--- src/rtl/hilo_muldiv_unit.sv ---
// Iterative multiply/divide unit holding the architectural HI/LO registers.
// One product/quotient bit per cycle; signed ops run on magnitudes and fix the sign at completion.
module hilo_muldiv_unit #(
  parameter int DATA_WIDTH = 32
) (
  input  logic                  Clk,
  input  logic                  Reset,
  input  logic                  Start,
  input  logic [1:0]            Op,
  input  logic [DATA_WIDTH-1:0] inA,
  input  logic [DATA_WIDTH-1:0] inB,
  input  logic                  HiWrite,
  input  logic                  LoWrite,
  output logic                  Busy,
  output logic                  Done,
  output logic                  DivByZero,
  output logic [DATA_WIDTH-1:0] Hi,
  output logic [DATA_WIDTH-1:0] Lo,
  output logic [1:0]            dbg_state
);

  localparam int W  = DATA_WIDTH;
  localparam int CW = $clog2(W);

  typedef enum logic [1:0] {
    S_IDLE = 2'd0,
    S_CALC = 2'd1,
    S_DONE = 2'd2
  } state_t;

  state_t          state_q, state_d;
  logic [CW-1:0]   cnt_q, cnt_d;
  logic            is_div_q, is_div_d;
  logic            neg_q, neg_d;
  logic            rem_neg_q, rem_neg_d;
  logic [W-1:0]    acc_hi_q, acc_hi_d;
  logic [W-1:0]    acc_lo_q, acc_lo_d;
  logic [W-1:0]    opb_q, opb_d;
  logic [W-1:0]    hi_q, hi_d;
  logic [W-1:0]    lo_q, lo_d;
  logic            busy_q, busy_d;
  logic            done_q, done_d;
  logic            dz_q, dz_d;

  logic            op_signed, a_neg, b_neg, start_div0;
  logic [W-1:0]    a_mag, b_mag;
  logic [W:0]      mul_sum, div_sh, div_diff;
  logic            div_ok;
  logic [W-1:0]    iter_hi, iter_lo;
  logic [2*W-1:0]  prod, prod_fix;

  always_comb begin
    op_signed  = ~Op[0];
    a_neg      = op_signed & inA[W-1];
    b_neg      = op_signed & inB[W-1];
    a_mag      = a_neg ? -inA : inA;
    b_mag      = b_neg ? -inB : inB;
    start_div0 = Op[1] && (inB == '0);

    // Multiply: right-shifting {acc_hi, acc_lo}, multiplier consumed from acc_lo LSB.
    mul_sum  = {1'b0, acc_hi_q} + (acc_lo_q[0] ? {1'b0, opb_q} : '0);
    // Divide: acc_hi is the partial remainder, acc_lo shifts dividend out and quotient in.
    div_sh   = {acc_hi_q, acc_lo_q[W-1]};
    div_diff = div_sh - {1'b0, opb_q};
    div_ok   = ~div_diff[W];

    if (is_div_q) begin
      iter_hi = div_ok ? div_diff[W-1:0] : div_sh[W-1:0];
      iter_lo = {acc_lo_q[W-2:0], div_ok};
    end else begin
      iter_hi = mul_sum[W:1];
      iter_lo = {mul_sum[0], acc_lo_q[W-1:1]};
    end
    prod     = {iter_hi, iter_lo};
    prod_fix = neg_q ? -prod : prod;
  end

  always_comb begin
    state_d   = state_q;
    cnt_d     = cnt_q;
    is_div_d  = is_div_q;
    neg_d     = neg_q;
    rem_neg_d = rem_neg_q;
    acc_hi_d  = acc_hi_q;
    acc_lo_d  = acc_lo_q;
    opb_d     = opb_q;
    hi_d      = hi_q;
    lo_d      = lo_q;
    dz_d      = 1'b0;

    case (state_q)
      S_CALC: begin
        acc_hi_d = iter_hi;
        acc_lo_d = iter_lo;
        cnt_d    = cnt_q + 1'b1;
        if (cnt_q == CW'(W - 1)) begin
          state_d = S_DONE;
          if (is_div_q) begin
            hi_d = rem_neg_q ? -iter_hi : iter_hi;
            lo_d = neg_q ? -iter_lo : iter_lo;
          end else begin
            hi_d = prod_fix[2*W-1:W];
            lo_d = prod_fix[W-1:0];
          end
        end
      end
      default: begin
        if (HiWrite) hi_d = inA;
        if (LoWrite) lo_d = inA;
        if (Start && start_div0) begin
          state_d = S_DONE;
          dz_d    = 1'b1;
        end else if (Start) begin
          state_d   = S_CALC;
          cnt_d     = '0;
          is_div_d  = Op[1];
          neg_d     = a_neg ^ b_neg;
          rem_neg_d = a_neg;
          acc_hi_d  = '0;
          acc_lo_d  = Op[1] ? a_mag : b_mag;
          opb_d     = Op[1] ? b_mag : a_mag;
        end else begin
          state_d = S_IDLE;
        end
      end
    endcase

    busy_d = (state_d == S_CALC);
    done_d = (state_d == S_DONE);
  end

  always_ff @(posedge Clk or posedge Reset) begin
    if (Reset) begin
      state_q   <= S_IDLE;
      cnt_q     <= '0;
      is_div_q  <= 1'b0;
      neg_q     <= 1'b0;
      rem_neg_q <= 1'b0;
      acc_hi_q  <= '0;
      acc_lo_q  <= '0;
      opb_q     <= '0;
      hi_q      <= '0;
      lo_q      <= '0;
      busy_q    <= 1'b0;
      done_q    <= 1'b0;
      dz_q      <= 1'b0;
    end else begin
      state_q   <= state_d;
      cnt_q     <= cnt_d;
      is_div_q  <= is_div_d;
      neg_q     <= neg_d;
      rem_neg_q <= rem_neg_d;
      acc_hi_q  <= acc_hi_d;
      acc_lo_q  <= acc_lo_d;
      opb_q     <= opb_d;
      hi_q      <= hi_d;
      lo_q      <= lo_d;
      busy_q    <= busy_d;
      done_q    <= done_d;
      dz_q      <= dz_d;
    end
  end

  assign Busy      = busy_q;
  assign Done      = done_q;
  assign DivByZero = dz_q;
  assign Hi        = hi_q;
  assign Lo        = lo_q;
  assign dbg_state = state_q;

endmodule

--- config.mk ---
export PLATFORM = sky130hd
export DESIGN_NAME = hilo_muldiv_unit
export DESIGN_NICKNAME = d
export VERILOG_FILES = /design/src/rtl/hilo_muldiv_unit.sv
export SDC_FILE = /design/constraint.sdc
export NUM_CORES = 1
export LEC_CHECK = 0
export BUFFER_PORTS_ARGS = -buffer_cell sky130_fd_sc_hd__buf_2
export CAP_MARGIN = 10
export CORE_ASPECT_RATIO = 2
export CORE_MARGIN = 1
export CORE_UTILIZATION = 50
export CTS_CLUSTER_SIZE = 28
export DETAILED_ROUTE_END_ITERATION = 6
export GPL_TIMING_DRIVEN = 0
export MAX_ROUTING_LAYER = met4
export PLACE_DENSITY = 0.69
export SYNTH_ARGS = -nofsm -noshare
export SYNTH_HDL_FRONTEND = slang
export SYNTH_SLANG_ARGS = --single-unit
--- constraint.sdc ---
create_clock -name Clk -period 6.65 [get_ports Clk]
set_clock_uncertainty 0.15 [all_clocks]
set_input_delay 0.9975 -clock Clk [delete_from_list [all_inputs] [get_ports Clk]]
set_output_delay 0.9975 -clock Clk [all_outputs]
set_load 0.005 [all_outputs]
==> impl_metrics.toml, run 1 <==
[outcome]
status = "aborted with a tool error"
lastStage = "global routing (5_1_grt)"
stop_error = "[ERROR GRT-0116] Global routing finished with congestion. Check the congestion regions in the DRC Viewer."

[die]
die_h_um = 256.8
std_cell_rows = 93
ios = 140
die_x_um = 129.4
initial_core_util_pct = 50.53

[synthesis]
avgSynthCellArea_um2 = 7.594
synth_nets = 2280
yosysSeqAreaShare_pct = 26.67
synthTopCellsByCount = "nand2_1 (238), a21oi_1 (227), nor2_1 (226), o21ai_0 (177), dfrtp_1 (173)"
synth_top_area_share_pct = 26.67
synthArstFlopShare_pct = 100.0
netlist_area_um2 = 16230
syn_inst = 2137
yosysMostFrequentCell = "nand2_1"
synth-edff-count = 0
ys_ff_latch = 173
yosysTopAreaCell = "dfrtp_1"
ys_warn_count = 0
ys.flop_type = "dfrtp_1"
synthTopCellsByArea = "dfrtp_1 (27%), a21oi_1 (7.0%), nand2_1 (5.5%)"
synth_cell_types = 101

[global_routing]
grt_first_pass_wirelength_um = 142700
grt_usage_pct = 61.85
grt_pass1_vias = 20473
grt-ovfl-total = 8
grt_start_max_net_pins = 96

[placed_design]
gp_congestion = 1.138
hpwl_um = 69080
port_buffers = 137

[clock_tree]
cts.sinks = 173
cts_max_level = 4
cts_root_buffer = "clkbuf_16"
hold_buffers = 0
clockBufferDepth = 2
numCtsBuffers = 17
## logic make-up after synthesis
logic type | share of synthesized area, %
flip-flops | 26.67
multiplexers | 3.778
adder cells (fa/ha/maj) | 5.643
AND/OR/NAND/NOR | 22.73
AO/OA/AOI/OAI | 27.21
buffers and inverters | 5.435
XOR/XNOR | 8.527
## metrics by stage
| step | std cells | setup TNS (ns) | instance area (µm²) | setup slack [ns] | hold WS (ns) |
|---|---|---|---|---|---|
| after floorplan | 2137 | 0 | 16230 | 0.8140 | 0.3139 |
| after global placement | 2701 | -195.53 | 17450 | -1.126 | 0.3128 |
| after detailed placement | 2703 | -7.844 | 17500 | -0.8108 | 0.3214 |
| after CTS | 2737 | 0 | 18230 | 0.001622 | 0.3424 |
## what timing repair did
| action | in CTS |
|---|---|
| pin swaps | 5 |
| endpoints found under the hold margin | 0 |
| cloned | 0 |
| endpoints found under the setup margin | 16 |
| buffers inserted | 2 |
| resized for setup | 20 |
## layer usage
metal	track usage, %	overflow
met4	68.37	4
met3	29.23	0
met2	86.23	4
met5	-	-
met1	58.28	0
==> run 2, diff against run 1 <==
Settings changed: CORE_ASPECT_RATIO 2 to not set, CORE_UTILIZATION 50 to 35, CTS_CLUSTER_SIZE 28 to not set, MAX_ROUTING_LAYER met4 to not set, PLACE_DENSITY 0.69 to not set, PLACE_DENSITY_LB_ADDON set to 0.15.
==> run 2 against run 1 <==
The run now ends clean. Area after synthesis unchanged. Synthesized cell count unchanged.
==> impl_metrics.toml, run 2 <==
[timing]
setup_viol = 0
fmax_mhz = 156.2
slew_viol_final = 0
slew-limit-headroom_pct = 35.89
setup_ws_ns = 0.2494
hold_viol = 0
finalCritPeriodShare_pct = 96.25
fin_setup_tns_ns = 0
hold_ws_ns = 0.3343
worst-slew-pin-transition_ns = 0.9466
min_period_ns = 6.401

[finish]
layout_commonest_cell = "nand2_1"
fin_nets = 2440
fin_area_um2 = 18390
final_util_pct = 40.35
stdcell_count = 2909
drive_above_1_share_pct = 12.04
antennaDiodeCount = 0
area_growth_pct = 13.31
layout_common_cells = "nand2_1 (238), a21oi_1 (226), nor2_1 (225), o21ai_0 (175), dfrtp_1 (172)"

[power_and_ir_drop]
pwr-share-clk_pct = 8.9
power_density_nw_per_um2 = 671.1
intPower_mw = 5.379
seq_power_share_pct = 18.0
p_leak_nw = 7.519
p_total_mw = 12.34
switching_power_mw = 6.962
peakVddDrop_uv = 275.9
combPwrFrac_pct = 73.1
p_sw_share_pct = 56.41

[routing]
first_iter_violations = 1645
drt-total-wl_um = 74240
num_vias = 17566
drtAntennaViolNets = 0
viasPerCell = 6.039
drc = 0
wl_per_cell_um = 25.52
drt_pre_antenna_iters = 5

[global_routing]
grt_first_pass_wirelength_um = 108500
grt_start_max_net_pins = 93
grt_usage_pct = 31.31
grt_pass1_vias = 16915
antenna_found_initial = 0
grt-ovfl-total = 0

[job]
cap_violations = 0

[min_path]
hold_class = "reg2reg"

[synthesis]
ys_warn_count = 0
synth_cell_types = 101
synth-edff-count = 0
synthArstFlopShare_pct = 100.0
synthTopCellsByArea = "dfrtp_1 (27%), a21oi_1 (7.0%), nand2_1 (5.5%)"
yosysSeqAreaShare_pct = 26.67
yosysTopAreaCell = "dfrtp_1"
syn_inst = 2137
synth_nets = 2280
avgSynthCellArea_um2 = 7.594
ys.flop_type = "dfrtp_1"
ys_ff_latch = 173
synth_top_area_share_pct = 26.67
yosysMostFrequentCell = "nand2_1"
netlist_area_um2 = 16230
synthTopCellsByCount = "nand2_1 (238), a21oi_1 (227), nor2_1 (226), o21ai_0 (177), dfrtp_1 (173)"

[placed_design]
dpl_worst_slack_ns = -0.4039
gp_congestion = 0.9824
port_buffers = 137
placed_cell_area_um2 = 17710
hpwl_um = 60620
dp.cells = 2875

[critical_path]
crit_slowest_cell = "dfrtp_1"
path_class = "reg2reg"
worstRegToRegCells = 22
reg2reg_from = "acc_hi_q[20]"
crit_path_end = "Hi[18]"
critical_path.top_delay_family = "simple AND/OR/NAND/NOR gates"
crit_fanout = 8
path_cells = "ha_1, buf_2, a21oi_2, o21ai_1, a221oi_2, nand3_2, o211ai_4, nor2_2, a21oi_2, ha_1, nor3b_2, o221ai_2, or2_4, or3_1, or2_2, or2_2, and2_1, clkbuf_1, o41ai_2, xor2_1, nand2_1, a31oi_1"
critPathLaunch = "acc_hi_q[20]"
start_kind = "register"
r2r_end = "Hi[18]"
path_buf_inv = 2
endpoint_kind = "register"
reg2reg_setup_slack_ns = 0.25
required_ns = 6.89
critical_path_arrival_ns = 6.64
max_stage_delay_ns = 0.47
crit_cells = 22

[die]
core_area_um2 = 45580
initial_core_util_pct = 35.61
ios = 140
die_x_um = 217.3
std_cell_rows = 78
die_area_um2 = 47230
die_h_um = 217.3

[clock_tree]
clockBufferDepth = 2
numCtsBuffers = 17
tritoncts = "built"
cts_root_buffer = "clkbuf_16"
cts_max_level = 4
clkTransAtPathRegs_ns = 0.07
hold_buffers = 0
insertion_delay_ns = 0.47
cts.sinks = 173

[outcome]
status = "finished, final reports clean"
run 2: cell counts after synthesis:
No cell type changed its count.
run 2: final cells by class:
cell class	instances	area, µm²
timing repair buffer	141	735.7
multi-input combinational	1765	11080
clock inverter	12	160.2
tap	600	750.7
buffer	137	649.4
sequential	173	4330
fill	4806	27190
clock buffer	19	442.9
inverter	62	240.2
run 2: routing by layer:
| layer | vias to the layer above | share of wire, % | routed length (µm) | GRT usage, % |
|---|---|---|---|---|
| met5 | - | 0 | 0 | 0 |
| met4 | 0 | 5.5 | 4050 | 16.34 |
| met3 | 170 | 7.5 | 5545 | 6.359 |
| met2 | 727 | 45 | 33170 | 48.87 |
| met1 | 8630 | 42 | 31470 | 40.68 |
| li1 | 8039 | - | - | - |
run 2: power groups by stage:
stage / registers, mW / clock network (mW) / logic (mW)
3_5_place_dp: 2.21 / 0 / 8.77
3_3_place_gp: 2.21 / 0 / 8.71
6_report: 2.23 / 1.10 / 9.02
5_1_grt: 2.27 / 1.14 / 9.74
4_1_cts: 2.20 / 1.10 / 8.85
2_1_floorplan: 1.94 / 0 / 6.01
run 2: worst min-delay path by stage:
stage | to | cells past startpoint | from
finish | Lo[7] | 2 | Lo[7]
detailed placement | Lo[30] | 2 | Lo[30]
global route | Hi[4] | 2 | Hi[4]
global placement | Lo[30] | 2 | Lo[30]
CTS | Lo[30] | 2 | Lo[30]
floorplan | opb_q[10] | 2 | opb_q[10]
run 2: logic make-up (layout without fill, tap and decap cells):
family | after synthesis | in the layout | share of synthesized area [%]
compound gates | 698 | 698 | 27.21
simple gates | 777 | 777 | 22.73
flops | 173 | 173 | 26.67
mux | 60 | 60 | 3.778
xor+xnor | 158 | 158 | 8.527
fa+ha+maj | 72 | 72 | 5.643
buf+inv | 199 | 371 | 5.435
run 2: worst reg2reg max path: stages, from the launching register on:
cell,delay (ns)
dfrtp_1,0.47
ha_1,0.32
buf_2,0.19
a21oi_2,0.27
o21ai_1,0.22
a221oi_2,0.40
nand3_2,0.17
o211ai_4,0.24
nor2_2,0.15
a21oi_2,0.21
ha_1,0.22
nor3b_2,0.25
o221ai_2,0.16
or2_4,0.31
or3_1,0.45
or2_2,0.38
or2_2,0.39
and2_1,0.16
clkbuf_1,0.19
o41ai_2,0.39
xor2_1,0.29
nand2_1,0.12
a31oi_1,0.21
run 2: what timing repair did:
item	in CTS	in global routing
resized for setup	7	9
pin swaps	2	3
endpoints found under the setup margin	9	5
buffers inserted	2	1
(Power assumes the default switching activity.)
==> run 3, diff against run 2 <==
Settings changed: CTS_BUF_LIST set to sky130_fd_sc_hd__clkbuf_2.
==> run 3 against run 2 <==
Routed wire length is essentially flat. Critical path type unchanged. Sequential cell count stayed put. Count of clock-buffer cells in the layout fell by 1. Highest routed layer unchanged. The flow now finishes with violations (DRC). Via count shrank 0.11%. Power shrank 3.6%.
==> impl_metrics.toml, run 3 (same netlist as run 2, synthesis figures left out) <==
[timing]
hold_ws_ns = 0.2568
finalCritPeriodShare_pct = 96.36
slew_viol_final = 0
hold_viol = 0
worst-slew-pin-transition_ns = 0.9502
fin_setup_tns_ns = 0
setup_viol = 0
slew-limit-headroom_pct = 35.98
min_period_ns = 6.408
rsz0062_at_grt = "false"
fmax_mhz = 156.1

[critical_path]
reg2reg_setup_slack_ns = 0.24
worstRegToRegCells = 22
r2r_end = "Hi[18]"
crit_fanout = 8
critical_path_arrival_ns = 7.10
critPathLaunch = "acc_hi_q[20]"
path_class = "reg2reg"
endpoint_kind = "register"
reg2reg_from = "acc_hi_q[20]"
required_ns = 7.34
start_kind = "register"

[die]
initial_core_util_pct = 35.61
die_area_um2 = 47230
ios = 140
core_area_um2 = 45580
die_x_um = 217.3
std_cell_rows = 78
die_h_um = 217.3

[power_and_ir_drop]
power_density_nw_per_um2 = 658.2
p_total_mw = 11.90
peakVddDrop_uv = 272.9
p_leak_nw = 7.391

[global_routing]
grt_first_pass_wirelength_um = 108200
grt_start_max_net_pins = 93
grt_pass1_vias = 16889
grt_usage_pct = 31.23
antenna_found_initial = 2
grt-ovfl-total = 0

[placed_design]
port_buffers = 137
placed_cell_area_um2 = 17710
gp_congestion = 0.9824
dp.cells = 2875
hpwl_um = 60620

[clock_tree]
numCtsBuffers = 17
clkTransAtPathRegs_ns = 0.28
cts_root_buffer = "clkbuf_2"
clockBufferDepth = 2
cts.sinks = 173
cts_max_level = 4
insertion_delay_ns = 0.94
tritoncts = "built"

[routing]
wl_per_cell_um = 25.47
drtAntennaViolNets = 0
drt-total-wl_um = 74200
viasPerCell = 6.024
drt_pre_antenna_iters = 7
num_vias = 17547
first_iter_violations = 1764
drc = 3

[min_path]
hold_class = "in2reg"
min_to = "DivByZero"
hold_depth = 3
hp-start = "Start"

[finish]
layout_common_cells = "nand2_1 (238), a21oi_1 (226), nor2_1 (225), o21ai_0 (175), dfrtp_1 (171)"
layout_commonest_cell = "nand2_1"
fin_nets = 2443
stdcell_count = 2913
fin_area_um2 = 18070
drive_above_1_share_pct = 12.20
area_growth_pct = 11.36

[job]
cap_violations = 0

[outcome]
violations = "DRC"
status = "finished, violations left"
run 3: cell count changes in the layout (fill, tap and decap cells not counted), sizes merged:
cell | previous run | this run
dlygate4sd3 | 0 | 1
buf | 181 | 183
clkbuf | 115 | 114
clkinv | 1 | 2
diode | 0 | 1
run 3: worst max path at each step:
stage / to / slack [ns] / cells past startpoint
after floorplan: Busy / 0.81 / 1
after global placement: acc_hi_q[28] / -1.60 / 2
after detailed placement: Hi[18] / -0.40 / 23
after CTS: Hi[18] / 0.09 / 23
after global routing: Hi[18] / 0.006 / 24
final: Hi[18] / 0.24 / 22
run 3: critical path: stages, from the launching register on:
cell	delay (ns)
dfrtp_2	0.53
ha_1	0.30
buf_2	0.18
a21oi_2	0.26
o21ai_1	0.22
a221oi_2	0.40
nand3_2	0.17
o211ai_4	0.24
nor2_2	0.15
a21oi_2	0.21
ha_1	0.22
nor3b_2	0.25
o221ai_2	0.16
or2_4	0.31
or3_1	0.45
or2_2	0.37
or2_2	0.39
and2_1	0.16
clkbuf_1	0.18
o41ai_2	0.39
xor2_1	0.29
nand2_1	0.12
a31oi_1	0.21
run 3: area by class of cell:
type | instances | area, µm²
fill | 4847 | 27500
multi-input combinational | 1765 | 11080
sequential | 173 | 4332
timing repair buffer | 144 | 760.7
tap | 600 | 750.7
buffer | 137 | 649.4
inverter | 62 | 240.2
clock inverter | 13 | 163.9
clock buffer | 18 | 90.09
antenna | 1 | 2.502
run 3: metrics by stage:
stage | worst slack [ns] | utilization [%]
floorplan | 0.8140 | -
global placement | -1.603 | 38.76
detailed placement | -0.4039 | 38.85
CTS | 0.09467 | 39.52
global route | 0.006390 | 39.66
finish | 0.2422 | 39.66
run 3: repair_timing:
item                       CTS  global route
buffers inserted             2             3
hold endpoints to repair    62             0
setup endpoints to repair    9             6
gates cloned                 0             0
hold buffers                 1             0
pin swaps                    2             4
gates resized for setup      7            11
run 3: where the power goes:
part	internal (mW)	total [mW]	switching [mW]
Combinational	3.20	9.02	5.82
Clock	0.212	0.655	0.443
Sequential	1.57	2.22	0.652
run 3: routing by layer:
metal	share of wire [%]	track usage (%)	up-vias	wire length, µm
li1	-	-	8038	-
met1	43	40.66	8620	31640
met2	45	48.74	725	33050
met3	7.2	6.150	164	5358
met4	5.6	16.38	0	4158
met5	0	0	-	0
